==> src/rtl/softmax_rd_req_ctrl_pkg.sv <==
// Shared constants, widths and FSM encoding for the softmax read-request sequencer.
package softmax_rd_req_ctrl_pkg;

   localparam int AXI_BURST_LEN  = 16;
   localparam int LOG2_BURST     = 4;
   localparam int ADDR_W         = 32;
   localparam int PIXEL_BYTES    = 64;
   localparam int CHG_W          = 8;
   localparam int H_W            = 12;
   localparam int W_W            = 12;
   localparam int SOFTMAX_PASSES = 3;
   localparam int PASS_W         = 2;
   // Enough bits to hold ceil(w_in/AXI_BURST_LEN) for the largest w_in.
   localparam int WB_W           = W_W - LOG2_BURST + 1;

   localparam logic [ADDR_W-1:0] BURST_BYTES = ADDR_W'(AXI_BURST_LEN * PIXEL_BYTES);

   typedef enum logic [1:0] {
      ST_IDLE  = 2'd0,
      ST_ISSUE = 2'd1,
      ST_DRAIN = 2'd2
   } state_t;

   function automatic logic [WB_W-1:0] num_bursts(input logic [W_W-1:0] w_px);
      logic [W_W:0] w_sum;
      w_sum = {1'b0, w_px} + (W_W+1)'(AXI_BURST_LEN - 1);
      return w_sum[W_W:LOG2_BURST];
   endfunction

endpackage

==> src/rtl/softmax_outstd_cnt.sv <==
// Saturating up/down count of bursts in flight, with full flag at MAX_OUTSTD.
module softmax_outstd_cnt #(
   parameter int MAX_OUTSTD = 4
) (
   input  logic clk,
   input  logic rst_n,
   input  logic i_inc,
   input  logic i_dec,
   output logic o_full,
   output logic o_empty
);

   localparam int CNT_W = $clog2(MAX_OUTSTD + 1);

   logic [CNT_W-1:0] r_cnt;
   logic             w_dec_ok;

   // A completion with nothing in flight is spurious and must not underflow.
   assign w_dec_ok = i_dec && (r_cnt != '0);

   always_ff @(posedge clk or negedge rst_n) begin
      if (!rst_n) begin
         r_cnt <= '0;
      end else if (i_inc && !w_dec_ok) begin
         r_cnt <= r_cnt + CNT_W'(1);
      end else if (!i_inc && w_dec_ok) begin
         r_cnt <= r_cnt - CNT_W'(1);
      end
   end

   assign o_full  = (r_cnt >= CNT_W'(MAX_OUTSTD));
   assign o_empty = (r_cnt == '0);

endmodule

==> src/rtl/softmax_rd_req_ctrl.sv <==
// Walks ch -> pass -> w-burst -> h and issues one read burst per step,
// capping bursts in flight; addresses come from stride accumulators.
module softmax_rd_req_ctrl
   import softmax_rd_req_ctrl_pkg::*;
#(
   parameter int MAX_OUTSTD = 4
) (
   input  logic                  clk,
   input  logic                  rst_n,
   input  logic                  start,
   input  logic [ADDR_W-1:0]     base_addr,
   input  logic [ADDR_W-1:0]     surface_stride,
   input  logic [ADDR_W-1:0]     line_stride,
   input  logic [CHG_W-1:0]      ch_in_div_tout,
   input  logic [H_W-1:0]        h_in,
   input  logic [W_W-1:0]        w_in,
   output logic                  rd_req_vld,
   input  logic                  rd_req_rdy,
   output logic [ADDR_W-1:0]     rd_req_addr,
   output logic [LOG2_BURST-1:0] rd_req_len,
   input  logic                  burst_done,
   output logic                  busy,
   output logic                  done
);

   localparam logic [LOG2_BURST-1:0] FULL_LEN = LOG2_BURST'(AXI_BURST_LEN - 1);

   state_t r_state, w_state_next;

   logic [CHG_W-1:0]      r_ch, r_ch_last;
   logic [PASS_W-1:0]     r_pass;
   logic [WB_W-1:0]       r_wb, r_wb_last;
   logic [H_W-1:0]        r_h, r_h_last;
   logic [LOG2_BURST-1:0] r_last_len, r_len;
   logic [ADDR_W-1:0]     r_surf, r_line;
   logic [ADDR_W-1:0]     r_ch_addr, r_wb_addr, r_row_addr;
   logic                  r_busy, r_done;

   logic                  w_accept, w_full, w_empty;
   logic                  w_start_job, w_done_next;
   logic                  w_ch_wrap, w_pass_wrap, w_wb_wrap, w_h_wrap, w_last_req;
   logic [WB_W-1:0]       w_start_wb_last, w_wb_inc;
   logic [LOG2_BURST-1:0] w_start_last_len;
   logic [ADDR_W-1:0]     w_next_wb_addr, w_next_row_addr;

   softmax_outstd_cnt #(
      .MAX_OUTSTD (MAX_OUTSTD)
   ) u_outstd_cnt (
      .clk     (clk),
      .rst_n   (rst_n),
      .i_inc   (w_accept),
      .i_dec   (burst_done),
      .o_full  (w_full),
      .o_empty (w_empty)
   );

   // The cap can only rise through an accept, so a pending request never loses vld.
   assign rd_req_vld  = (r_state == ST_ISSUE) && !w_full;
   assign w_accept    = rd_req_vld && rd_req_rdy;
   assign rd_req_addr = r_ch_addr;
   assign rd_req_len  = r_len;
   assign busy        = r_busy;
   assign done        = r_done;

   assign w_ch_wrap   = (r_ch == r_ch_last);
   assign w_pass_wrap = (r_pass == PASS_W'(SOFTMAX_PASSES - 1));
   assign w_wb_wrap   = (r_wb == r_wb_last);
   assign w_h_wrap    = (r_h == r_h_last);
   assign w_last_req  = w_ch_wrap && w_pass_wrap && w_wb_wrap && w_h_wrap;

   assign w_start_wb_last  = num_bursts(w_in) - WB_W'(1);
   assign w_start_last_len = w_in[LOG2_BURST-1:0] - LOG2_BURST'(1);
   assign w_wb_inc         = r_wb + WB_W'(1);
   assign w_next_wb_addr   = r_wb_addr + BURST_BYTES;
   assign w_next_row_addr  = r_row_addr + r_line;

   always_ff @(posedge clk or negedge rst_n) begin
      if (!rst_n) begin
         r_state <= ST_IDLE;
      end else begin
         r_state <= w_state_next;
      end
   end

   always_comb begin
      w_state_next = r_state;
      w_start_job  = 1'b0;
      w_done_next  = 1'b0;
      case (r_state)
         ST_IDLE: begin
            if (start) begin
               w_state_next = ST_ISSUE;
               w_start_job  = 1'b1;
            end
         end
         ST_ISSUE: begin
            if (w_accept && w_last_req) begin
               w_state_next = ST_DRAIN;
            end
         end
         ST_DRAIN: begin
            if (w_empty) begin
               w_state_next = ST_IDLE;
               w_done_next  = 1'b1;
            end
         end
         default: w_state_next = ST_IDLE;
      endcase
   end

   always_ff @(posedge clk or negedge rst_n) begin
      if (!rst_n) begin
         r_ch       <= '0;
         r_ch_last  <= '0;
         r_pass     <= '0;
         r_wb       <= '0;
         r_wb_last  <= '0;
         r_h        <= '0;
         r_h_last   <= '0;
         r_last_len <= '0;
         r_len      <= '0;
         r_surf     <= '0;
         r_line     <= '0;
         r_ch_addr  <= '0;
         r_wb_addr  <= '0;
         r_row_addr <= '0;
         r_busy     <= 1'b0;
         r_done     <= 1'b0;
      end else begin
         r_busy <= (w_state_next != ST_IDLE);
         r_done <= w_done_next;
         if (w_start_job) begin
            r_ch       <= '0;
            r_pass     <= '0;
            r_wb       <= '0;
            r_h        <= '0;
            r_ch_last  <= ch_in_div_tout - CHG_W'(1);
            r_h_last   <= h_in - H_W'(1);
            r_wb_last  <= w_start_wb_last;
            r_last_len <= w_start_last_len;
            r_len      <= (w_start_wb_last == '0) ? w_start_last_len : FULL_LEN;
            r_surf     <= surface_stride;
            r_line     <= line_stride;
            r_ch_addr  <= base_addr;
            r_wb_addr  <= base_addr;
            r_row_addr <= base_addr;
         end else if (w_accept) begin
            if (!w_ch_wrap) begin
               r_ch      <= r_ch + CHG_W'(1);
               r_ch_addr <= r_ch_addr + r_surf;
            end else begin
               r_ch <= '0;
               if (!w_pass_wrap) begin
                  r_pass    <= r_pass + PASS_W'(1);
                  r_ch_addr <= r_wb_addr;
               end else begin
                  r_pass <= '0;
                  if (!w_wb_wrap) begin
                     r_wb      <= w_wb_inc;
                     r_wb_addr <= w_next_wb_addr;
                     r_ch_addr <= w_next_wb_addr;
                     r_len     <= (w_wb_inc == r_wb_last) ? r_last_len : FULL_LEN;
                  end else begin
                     r_wb  <= '0;
                     r_len <= (r_wb_last == '0) ? r_last_len : FULL_LEN;
                     if (!w_h_wrap) begin
                        r_h        <= r_h + H_W'(1);
                        r_row_addr <= w_next_row_addr;
                        r_wb_addr  <= w_next_row_addr;
                        r_ch_addr  <= w_next_row_addr;
                     end
                  end
               end
            end
         end
      end
   end

endmodule

==> config.mk <==
export PLATFORM = sky130hd
export DESIGN_NAME = softmax_rd_req_ctrl
export DESIGN_NICKNAME = d
export VERILOG_FILES = /design/src/rtl/softmax_rd_req_ctrl_pkg.sv /design/src/rtl/softmax_outstd_cnt.sv /design/src/rtl/softmax_rd_req_ctrl.sv
export SDC_FILE = /design/constraint.sdc
export NUM_CORES = 1
export LEC_CHECK = 0
export CORE_ASPECT_RATIO = 0.6
export CORE_MARGIN = 2
export CORE_UTILIZATION = 52
export DETAILED_ROUTE_END_ITERATION = 8
export PLACE_DENSITY = 0.77
export RECOVER_POWER = 50
export REMOVE_ABC_BUFFERS = 1
export SETUP_SLACK_MARGIN = 0.3
export SLEW_MARGIN = 10
export SYNTH_ARGS = -nofsm -noshare
export SYNTH_HDL_FRONTEND = slang
export SYNTH_SLANG_ARGS = --single-unit
==> constraint.sdc <==
create_clock -name clk -period 3.3 [get_ports clk]
set_clock_uncertainty 0.2 [all_clocks]
set_input_delay 0.66 -clock clk [delete_from_list [all_inputs] [get_ports clk]]
set_output_delay 0.66 -clock clk [all_outputs]
set_load 0.005 [all_outputs]
==> results.json <==
{
  "cts_tree": "built",
  "synth_seq_cells": 235,
  "hold_path.class": "flop to flop",
  "finalSetupViolations": 15,
  "post-place-ws_ns": -0.4462,
  "tightest_slew_ns": 1.796,
  "cts.sinks": 235,
  "die_area_um2": 31610,
  "violations": "capacitance limit, slew limit, setup timing",
  "fin_nets": 2480,
  "place_inst": 2582,
  "fmax_ghz": 0.2887,
  "routed-via-count": 16460,
  "yosysWarnings": 0,
  "drv_slew": 69,
  "core_area_um2": 29800,
  "finalHoldViolCount": 0,
  "setup_ws_ns": -0.1636,
  "whs_path_depth": 2,
  "synth_edf_count": 0,
  "holdWs_ns": 0.2838,
  "synth.distinct_cells": 79,
  "fin_util_pct": 72.81,
  "power.density_nw_per_um2": 656.1,
  "cp_max_fo": 3,
  "yosys_most_used_dff": "dfrtp_1",
  "arrival_ns": 3.73,
  "first_pass_iters": 6,
  "cts_root_buffer": "clkbuf_16",
  "min_period_ns": 3.464,
  "wl_per_cell_um": 20.12,
  "final_layout_size_suffix_gt1_share_pct": 21.00,
  "gp_congestion": 0.9525,
  "ant_nets": 0,
  "drt_wl_total_um": 54280,
  "vdd_drop_max_mv": 0.4407,
  "path_clk_slew_ns": 0.06,
  "grt_use_met2_pct": 50.37,
  "overflow": 0,
  "syn-cell-area_um2": 15680,
  "worstSetupStartpointType": "flop",
  "start_util_pct": 52.63,
  "drt_iter0_drc": 1980,
  "grt_usage_pct": 32.68,
  "nFillCells": 2210,
  "place_hpwl_um": 37260,
  "seq_area_frac_synth_pct": 37.50,
  "maxCapViolCount": 1,
  "worstSetupPathType": "flop to flop",
  "numCtsBuffers": 25,
  "area_delta_synth_final_pct": 38.34,
  "port-buffer-count": 171,
  "grt_pass1_vias": 15850,
  "post-route-period-util_pct": 105.0,
  "grt_antenna_before_repair": 0,
  "synthCells": 1917,
  "drc_errors": 0,
  "grt_max_degree": 76,
  "grt.met3_usage_pct": 6.972,
  "viasPerCell": 6.102,
  "grt_busiest_layer": "met2",
  "end_kind": "flop",
  "grt_pass1_wl_um": 84280,
  "fin_cells": 2698,
  "die_w_um": 228.2,
  "die_h_um": 138.5,
  "reg2reg_depth": 15,
  "final_cell_mix": "396 x nand2_1, 233 x dfrtp_1, 215 x buf_4, 165 x clkdlybuf4s50_1, 149 x nor2_1",
  "mostFrequentLayoutCell": "nand2_1",
  "leakagePower_uw": 0.009622,
  "ys_async_sr_fraction_pct": 100.0,
  "fp-row-count": 49,
  "grt_setup_unrepaired": "yes",
  "ctsHtreeMaxLevel": 1,
  "clock_path_buffers": 3,
  "clock_latency_ns": 0.55,
  "critPathRequiredTime_ns": 3.56,
  "io_pins": 172,
  "syn_avg_cell_area_um2": 8.181,
  "antenna_cells": 0,
  "met1_usage_pct": 47.10,
  "status": "complete, but fails checks",
  "slew_headroom_pct": -19.76
}
routing by layer:
| metal | vias to the layer above | share of wire [%] | wire length (um) |
|---|---|---|---|
| met2 | 775 | 45 | 24390 |
| li1 | 7549 | - | - |
| met5 | - | 0 | 0 |
| met3 | 119 | 8.7 | 4734 |
| met4 | 0 | 2.5 | 1380 |
| met1 | 8021 | 44 | 23780 |
cells in the mapped netlist (19+ instances only):
library cell | count | area share, %
nand2_1 | 403 | 9.6
dfrtp_1 | 235 | 37
nor2_1 | 159 | 3.8
o21ai_0 | 158 | 5.0
a21oi_1 | 129 | 4.1
xnor2_1 | 76 | 4.2
ha_1 | 72 | 5.7
clkbuf_1 | 71 | 1.7
xor2_1 | 64 | 3.6
nand3_1 | 56 | 1.8
and3_1 | 33 | 1.3
a21o_1 | 30 | 1.4
inv_1 | 27 | 0.65
o211ai_1 | 27 | 1.3
a31oi_1 | 23 | 0.92
nand4_1 | 22 | 0.88
nor3_1 | 22 | 0.70
o21a_1 | 22 | 1.1
a211oi_1 | 20 | 0.96
buf_1 | 19 | 0.45
timing repair:
action / 4_1_cts / 5_1_grt
cloned: 0 / 1
hold buffers: 1 / 0
pin swaps: 87 / 116
buffers inserted: 29 / 40
resized for setup: 129 / 153
hold endpoints to repair: 64 / 0
setup endpoints to repair: 84 / 87
sequential cells by signal, indices dropped and copies added, names as in the netlist:
signal / flops
r_line: 32
rd_req_addr: 32
r_ch_last: 8
r_ch: 8
r_wb: 9
r_wb_last: 9
r_h: 12
r_wb_addr: 32
done: 1
r_last_len: 4
r_state: 2
rd_req_len: 4
r_h_last: 12
r_pass: 2
busy: 1
r_surf: 32
u_outstd_cnt.r_cnt: 3
r_row_addr: 32
worst paths after layout:
path / start / to / slack, ns
worst max-delay path: r_line[0]$_DFFE_PN0P_ / rd_req_addr[22]$_DFFE_PN0P_ / -0.16
worst min-delay path: r_surf[5]$_DFFE_PN0P_ / r_surf[5]$_DFFE_PN0P_ / 0.28
worst max register to register: r_line[0]$_DFFE_PN0P_ / rd_req_addr[22]$_DFFE_PN0P_ / -0.16
worst min register to register: r_surf[5]$_DFFE_PN0P_ / r_surf[5]$_DFFE_PN0P_ / 0.28
max in group asynchronous: rst_n / rd_req_addr[4]$_DFFE_PN0P_ / 0.35
min in group asynchronous: rst_n / r_ch[6]$_DFFE_PN0P_ / 0.95
power by group:
part / switching [uW] / internal, uW
Combinational: 3600 / 3500
Sequential: 504 / 3400
Clock: 1250 / 1970
kinds of logic (layout without fill, tap and decap cells):
group / after synthesis / count (layout) / synth area share [%]
and+or+nand+nor: 793 / 793 / 22.44
AOI/OAI and AO/OA: 534 / 534 / 21.83
DFF: 235 / 235 / 37.50
xor gates and xnor gates: 140 / 140 / 7.819
buffers and inverters: 127 / 500 / 3.447
adders and majority gates: 75 / 75 / 6.127
muxes: 13 / 13 / 0.8457
critical path: stages, from the launching register on:
cell      delay, ns
dfrtp_1        0.40
ha_2           0.20
inv_2          0.06
fa_2           0.21
nor2b_2        0.06
o31a_1         0.29
o221a_4        0.25
buf_6          0.12
or3_4          0.34
a21o_4         0.24
buf_4          0.14
a21boi_4       0.18
o21bai_1       0.10
xor2_1         0.26
o211ai_1       0.15
a31oi_1        0.18
stage by stage:
stage	TNS (ns)	cell area (um2)	total power, uW
final	-1.030	21700	14240
after global routing	-11.95	21700	15010
after CTS	-1.052	20700	13430
after detailed placement	-4.558	19000	9677
after global placement	-2.252	19000	9499
after floorplan	-328.92	15240	7248
final cells by class:
type	instances	area [um2]	share of cell area, %
well taps	408	510.5	2.353
repair buffers	428	3869	17.83
flip-flops and latches	235	5883	27.12
clock inverters	12	219.0	1.009
multi-input cells	1555	10410	47.97
clock buffers	33	705.7	3.253
inverters	27	101.3	0.4671
(Power assumes the default switching activity.)
